===== config.mk =====
export PLATFORM = sky130hd
export DESIGN_NAME = demux_1x8_router
export DESIGN_NICKNAME = d
export VERILOG_FILES = /design/src/rtl/demux_1x8_router.sv
export SDC_FILE = /design/constraint.sdc
export NUM_CORES = 1
export LEC_CHECK = 0
export CAP_MARGIN = 0
export CORE_UTILIZATION = 47
export CTS_CLUSTER_SIZE = 30
export DETAILED_ROUTE_END_ITERATION = 12
export PLACE_DENSITY = 0.79
export REMOVE_ABC_BUFFERS = 1
export SLEW_MARGIN = 0
export SYNTH_ARGS = -nofsm -noshare
export SYNTH_HDL_FRONTEND = slang
export SYNTH_SLANG_ARGS = --single-unit

===== constraint.sdc =====
create_clock -name clk -period 3 [get_ports clk]
set_clock_uncertainty 0.2 [all_clocks]
set_input_delay 0.3 -clock clk [delete_from_list [all_inputs] [get_ports clk]]
set_output_delay 0.3 -clock clk [all_outputs]
set_load 0.005 [all_outputs]

===== src/rtl/demux_1x8_router.sv =====
// Registered 1:8 demux: one beat/cycle, delivered one cycle after accept; a full, stalled channel only blocks beats aimed at it.
// Define DEMUX_AUTOSEL_EN to ignore in_sel and steer beats round-robin from an internal pointer.
module demux_1x8_router #(
    parameter int W  = 8,
    parameter int CW = 16
) (
    input  logic             clk,
    input  logic             rst_n,
    input  logic             in_valid,
    output logic             in_ready,
    input  logic [W-1:0]     in_data,
    input  logic [2:0]       in_sel,
    output logic [7:0]       out_valid,
    input  logic [7:0]       out_ready,
    output logic [8*W-1:0]   out_data,
    output logic [2:0]       last_sel,
    output logic [CW-1:0]    beat_cnt
);

    logic [7:0]          r_valid;
    logic [7:0][W-1:0]   r_data;
    logic [2:0]          r_last_sel;
    logic [CW-1:0]       r_beat_cnt;
    logic [2:0]          w_sel;
    logic [7:0]          w_dec;
    logic [7:0]          w_load;
    logic                w_accept;

`ifdef DEMUX_AUTOSEL_EN
    logic [2:0] r_ptr;
    logic       w_unused_sel;

    assign w_unused_sel = ^in_sel;
    assign w_sel        = r_ptr;

    // Pointer only moves on an accepted beat so a stalled channel is retried.
    always_ff @(posedge clk or negedge rst_n) begin
        if (!rst_n) begin
            r_ptr <= 3'd0;
        end else if (w_accept) begin
            r_ptr <= r_ptr + 3'd1;
        end
    end
`else
    assign w_sel = in_sel;
`endif

    assign w_dec    = 8'b0000_0001 << w_sel;
    assign in_ready = ~r_valid[w_sel] | out_ready[w_sel];
    assign w_accept = in_valid & in_ready;
    assign w_load   = w_dec & {8{w_accept}};

    // A load takes priority over a drain on the same channel, keeping full throughput.
    always_ff @(posedge clk or negedge rst_n) begin
        if (!rst_n) begin
            r_valid <= 8'h00;
            r_data  <= '0;
        end else begin
            for (int k = 0; k < 8; k++) begin
                if (w_load[k]) begin
                    r_valid[k] <= 1'b1;
                    r_data[k]  <= in_data;
                end else if (out_ready[k]) begin
                    r_valid[k] <= 1'b0;
                end
            end
        end
    end

    always_ff @(posedge clk or negedge rst_n) begin
        if (!rst_n) begin
            r_last_sel <= 3'd0;
            r_beat_cnt <= '0;
        end else if (w_accept) begin
            r_last_sel <= w_sel;
            r_beat_cnt <= r_beat_cnt + CW'(1);
        end
    end

    assign out_valid = r_valid;
    assign out_data  = r_data;
    assign last_sel  = r_last_sel;
    assign beat_cnt  = r_beat_cnt;

endmodule

==> results.yml, run 1 <==
clocking:
  cts_tree: "yes"
  cts_max_path_buffers: 2
  cts_sinks: 91
  path_clk_slew_ps: 90
  h-tree-depth: 3
  root_buffer: "clkbuf_8"
  insertion_delay_ps: 340
  numCtsBuffers: 9
synthesis:
  synth_enable_flop_cells: 0
  synthXorXnorAreaFrac_pct: 3.49
  synth_area_um2: 3760
  synthAdderAreaFrac_pct: 0.333
  yosysUniqueCellTypes: 32
  ys_ff_latch: 91
  synthFlopType: "dfrtp_1"
  synth_compound_area_share_pct: 2.86
  muxShareOfSynthArea_pct: 22.3
  synth_simple_gate_area_share_pct: 8.58
  synth_top_area_share_pct: 60.5
  ys_seq_area_share_pct: 60.5
  synth_warnings: 0
  syn_inst: 256
  avgSynthCellArea_um2: 14.7
  synth_area_leaders: "dfrtp_1, mux2_2, nand3_4"
  yosysTopAreaCell: "dfrtp_1"
  synth_top_family_by_area: "multiplexers"
  async_flop_share_pct: 100
outcome:
  outcome: "complete, no violations"
finish:
  nets: 411
  fin_cells: 494
  fillers: 573
  drive_above_1_share_pct: 26.5
  diodes: 0
  syn_to_final_growth_pct: 40.6
  fin_util_pct: 68.5
grt:
  grt_max_degree: 48
  grt_pass1_vias: 2731
  antenna_found_initial: 0
  grt_pass1_wl_um: 14500
  grt_usage_pct: 23.0
  grt-ovfl-total: 0
sta:
  setup-tns-final_ps: 0
  timing.final.crit_share_pct: 95.1
  fmax_ghz: 0.351
  final_hold_viol_count: 0
  min_period_ps: 2850
  slew_headroom_pct: 54.2
  final-setup-viol-count: 0
  drv_slew: 0
  rsz0062_at_grt: "false"
  tightest_slew_ps: 682
drt:
  drt-vias-per-instance: 5.29
  wl_per_cell_um: 18.4
  vias: 2615
  drcViolationCount: 0
  drt_iter0_markers: 62
  wl_um: 9100
  ant_nets: 0
  drtPass1Iterations: 4
worst_setup_path:
  cp_common_cell: "clkdlybuf4s50_1"
  path_buf_inv: 3
  critPathCaptureType: "primary output"
  critPathMaxStageDelay_ps: 700
  crit_required_ps: 2500
  start_kind: "primary input"
  cp_top_family: "buffers and inverters"
  critPathArrivalTime_ps: 2350
  worstPathCellList: "clkdlybuf4s50_1 -> mux4_2 -> o22ai_4 -> inv_4 -> clkdlybuf4s50_1"
  critPathMaxFanout: 10
  cp_slowest_cell: "clkdlybuf4s50_1"
  path_class: "primary input to primary output"
floorplan:
  fp-row-count: 32
  initial_core_util_pct: 48.7
  chipWidth_um: 91.5
  io_pins: 114
  coreArea_um2: 7730
  die_y_um: 91.5
  fp.dieArea_um2: 8370
pwr:
  p_per_area_nw_per_um2: 671
  irDropWorstVdd_mv: 0.497
  leakage_nw: 2.24
  total_power_mw: 3.55
placed_design:
  place.gp.congestion: 0.877
  dp_hpwl_um: 6410
  port_buffers: 113
  dp.cells: 478
min_path:
  hold_path_class: "flip-flop to flip-flop"
run:
  cap_viol_max_count: 0
-- sequential cells by signal, summed over array words and instances, names as in the netlist --
signal and cells:
last_sel 3, beat_cnt 16, out_valid 8, out_data 64
-- worst paths after layout --
path | end | depth (start not counted) | slack, ps | from
min in group asynchronous | beat_cnt[15] | 2 | 310 | rst_n
setup / recovery | in_ready | 5 | 150 | in_sel[1]
hold / removal | beat_cnt[15] | 1 | 270 | beat_cnt[15]
max in group asynchronous | out_data[58] | 3 | 1630 | rst_n
setup reg to reg | out_data[58] | 6 | 640 | out_valid[6]
hold reg to reg | beat_cnt[15] | 1 | 270 | beat_cnt[15]
-- power breakdown --
group / leakage [nW] / switching [mW] / internal [mW]
sequential: 1.12 / 0.192 / 1.51
combinational: 1.03 / 0.343 / 0.732
clock: 0.0888 / 0.404 / 0.367
total: 2.24 / 0.940 / 2.61
-- per-layer routing --
layer  vias up  GRT usage [%]  share of wire, %
met5         -              0                 0
li1       1172              -                 -
met2        99           35.7                47
met3        15           8.54               8.5
met4         0           7.28               1.7
met1      1329           29.9                43
-- what timing repair did --
item / 4_1_cts / 5_1_grt
hold buffers: 1 / 0
endpoints found under the setup margin: 1 / 1
resized for setup: 1 / 1
cloned: 0 / 0
hold endpoints to repair: 44 / 0
pin swaps: 0 / 0
setup buffers: 0 / 0
-- through the flow --
stage / setup WS (ps) / instance area [um2] / hold WS, ps
finish: 147 / 5290 / 273
global route: 53.5 / 5290 / 297
CTS: 18.3 / 5290 / 285
detailed placement: -63.4 / 5090 / 147
global placement: 0.358 / 5090 / 138
floorplan: 615 / 3730 / -196
-- kinds of logic after synthesis --
kind of cell | count (synthesis)
adders and majority gates | 1
and+or+nand+nor | 48
AOI/OAI and AO/OA | 13
muxes | 73
buffers and inverters | 15
DFF | 91
xor gates and xnor gates | 15
-- layout by cell type (no fill, tap or decap), types with 4 or more instances in the layout --
master,count
buf_4,12
clkbuf_8,12
clkdlybuf4s50_1,111
dfrtp_1,91
inv_1,9
mux2_1,4
mux2_2,63
mux2i_1,4
nand2_1,6
nand3_1,11
nand3_4,4
nand4_1,4
nor2_1,6
o21ai_0,5
o21bai_1,4
xnor2_1,7
xor2_1,8
-- Yosys cell counts (all sizes together), types with 4 or more instances --
master and count:
xnor2 7, mux2i 4, o21bai 4, nor2 8, xor2 8, mux2 67, inv 10, buf 5
nor4 4, dfrtp 91, nand2 6, nand4 4, o21ai 5, nand3 15, nor3 4
-- final cells by class --
type,count,area [um2],share of cell area (%)
repair buffers,126,1240,23.5
clock buffers,14,173,3.26
flip-flops and latches,91,2280,43.0
clock inverters,1,7.51,0.142
well taps,102,128,2.41
inverters,10,40.0,0.757
multi-input cells,150,1420,26.9
Note: power is estimated with default switching activity, not from simulation.
==> run 2: changes to the inputs <==
--- a/config.mk
+++ b/config.mk
@@ -11,7 +11,6 @@
 export DETAILED_ROUTE_END_ITERATION = 12
 export PLACE_DENSITY = 0.79
 export REMOVE_ABC_BUFFERS = 1
-export SLEW_MARGIN = 0
 export SYNTH_ARGS = -nofsm -noshare
 export SYNTH_HDL_FRONTEND = slang
 export SYNTH_SLANG_ARGS = --single-unit
==> results of run 2 <==
Final layout, timing and power as in run 1 (identical DEF).
==> run 3: changes to the inputs <==
--- a/config.mk
+++ b/config.mk
@@ -7,9 +7,8 @@
 export LEC_CHECK = 0
 export CAP_MARGIN = 0
 export CORE_UTILIZATION = 47
-export CTS_CLUSTER_SIZE = 30
 export DETAILED_ROUTE_END_ITERATION = 12
-export PLACE_DENSITY = 0.79
+export PLACE_DENSITY_LB_ADDON = 0.2
 export REMOVE_ABC_BUFFERS = 1
 export SYNTH_ARGS = -nofsm -noshare
 export SYNTH_HDL_FRONTEND = slang
==> constraint.sdc (replaced) <==
create_clock -name clk -period 3 [get_ports clk]
set_clock_uncertainty 0.2 [all_clocks]
set_input_delay 0.3 -clock clk [delete_from_list [all_inputs] [get_ports clk]]
set_output_delay 0.3 -clock clk [all_outputs]
set_load 0.01 [all_outputs]
==> run 3 against run 2 <==
Compared with the run above:
- largest power group unchanged
- total power up 5.4%
- count of clock-buffer cells in the layout down 2
- flip-flop and latch count unchanged
==> results.yml, run 3 (same netlist as run 1, synthesis figures left out) <==
outcome:
  outcome: "complete, no violations"
worst_setup_path:
  path_class: "flip-flop to primary output"
  crit_required_ps: 2500
  reg2reg_setup_slack_ps: 680
  critPathMaxFanout: 10
  start_kind: "flip-flop"
  critPathCaptureType: "primary output"
  critPathArrivalTime_ps: 2230
clocking:
  numCtsBuffers: 9
  h-tree-depth: 3
  insertion_delay_ps: 360
  path_clk_slew_ps: 80
  cts_max_path_buffers: 2
  postCtsSetupRepairBufs: 0
  cts_sinks: 91
  root_buffer: "clkbuf_8"
  cts_tree: "yes"
pwr:
  combPwrFrac_pct: 31.7
  p_sw_share_pct: 28.5
  total_power_mw: 3.74
  p_per_area_nw_per_um2: 704
  irDropWorstVdd_mv: 0.416
  p_int_mw: 2.67
  leakage_nw: 2.26
  power_frac_clock_pct: 22.9
  switchingPower_mw: 1.07
  p_seq_share_pct: 45.4
grt:
  grt-ovfl-total: 0
  antenna_found_initial: 0
  grt_max_degree: 53
  grt_usage_pct: 23.3
  grt_pass1_wl_um: 14500
  grt_pass1_vias: 2699
floorplan:
  die_y_um: 91.5
  io_pins: 114
  initial_core_util_pct: 48.7
  fp-row-count: 32
  fp.dieArea_um2: 8370
  chipWidth_um: 91.5
  coreArea_um2: 7730
placed_design:
  placed_area_um2: 5090
  place_worst_setup_slack_ps: -72.3
  dp_hpwl_um: 6110
  place.gp.congestion: 0.859
  port_buffers: 113
run:
  cap_viol_max_count: 0
sta:
  tightest_slew_ps: 631
  drv_slew: 0
  min_period_ps: 2730
  setup_ws_ps: 267
  hold_ws_ps: 258
  setup-tns-final_ps: 0
  final-setup-viol-count: 0
  timing.final.crit_share_pct: 91.1
  fmax_ghz: 0.366
  slew_headroom_pct: 57.6
  rsz0062_at_grt: "false"
  final_hold_viol_count: 0
finish:
  syn_to_final_growth_pct: 41.3
  multi_input_comb_area_um2: 1420
  seq_area_um2: 2280
  nets: 411
  fin_area_um2: 5320
  layout_common_cells: "clkdlybuf4s50_1, dfrtp_1, mux2_2, buf_4"
  final_common_cell: "clkdlybuf4s50_1"
  fillers: 582
  drive_above_1_share_pct: 27.0
  diodes: 0
  largest_reg_flops: 64
drt:
  vias: 2618
  ant_nets: 0
  drt_iter0_markers: 98
  drt-vias-per-instance: 5.29
  drtPass1Iterations: 4
  wl_um: 8930
  wl_per_cell_um: 18.0
  drcViolationCount: 0
min_path:
  hold_path_class: "primary input to async pin"
==> run 3: timing repair <==
action / in CTS / in global routing
endpoints found under the setup margin: 1 / 1
cloned: 0 / 0
gates resized for setup: 1 / 2
hold buffers: 1 / 0
hold endpoints to repair: 39 / 0
==> run 3: final cells by class <==
| class | count | area share, % |
|---|---|---|
| inverter | 10 | 0.753 |
| sequential | 91 | 42.8 |
| tap | 102 | 2.40 |
| clock buffer | 12 | 2.92 |
| clock inverter | 4 | 0.918 |
| timing repair buffer | 126 | 23.4 |
| multi-input combinational | 150 | 26.7 |
==> run 3: per-layer routing <==
metal | share of wire [%] | global-route usage (%) | routed length [um] | vias to the layer above
met4 | 2.2 | 10.1 | 197 | 0
li1 | - | - | - | 1171
met1 | 44 | 31.6 | 3910 | 1323
met2 | 46 | 34.0 | 4100 | 107
met3 | 8.1 | 7.96 | 721 | 17
met5 | 0 | 0 | 0 | -
==> run 3: path summary, 6_finish.rpt <==
| kind | from | endpoint | cells past startpoint |
|---|---|---|---|
| worst max-delay path | out_valid[7] | in_ready | 5 |
| worst min-delay path | rst_n | out_data[14] | 2 |
| worst max register to register | out_valid[7] | out_data[59] | 6 |
| worst min register to register | beat_cnt[15] | beat_cnt[15] | 1 |
| max in group asynchronous | rst_n | out_data[13] | 3 |
| min in group clk | beat_cnt[15] | beat_cnt[15] | 1 |
==> run 3: critical path, cell delays in order (launching register included) <==
cell and delay [ps]:
dfrtp_1 370, inv_1 70, mux4_2 520, o22ai_4 280, inv_4 140, clkdlybuf4s50_1 500
==> run 3: power groups by stage <==
| stage | registers [mW] | clock network, mW | logic (mW) |
|---|---|---|---|
| final | 1.70 | 0.856 | 1.19 |
| after global routing | 1.74 | 0.931 | 1.27 |
| after CTS | 1.70 | 0.873 | 1.20 |
| after detailed placement | 1.72 | 0 | 1.19 |
| after global placement | 1.71 | 0 | 1.17 |
| after floorplan | 1.83 | 0 | 0.321 |
==> run 3: through the flow <==
step | util [%] | cells
final | 68.8 | 495
after global routing | 68.8 | 495
after CTS | 68.7 | 495
after detailed placement | 65.9 | 478
after global placement | 65.9 | 478
after floorplan | - | 251
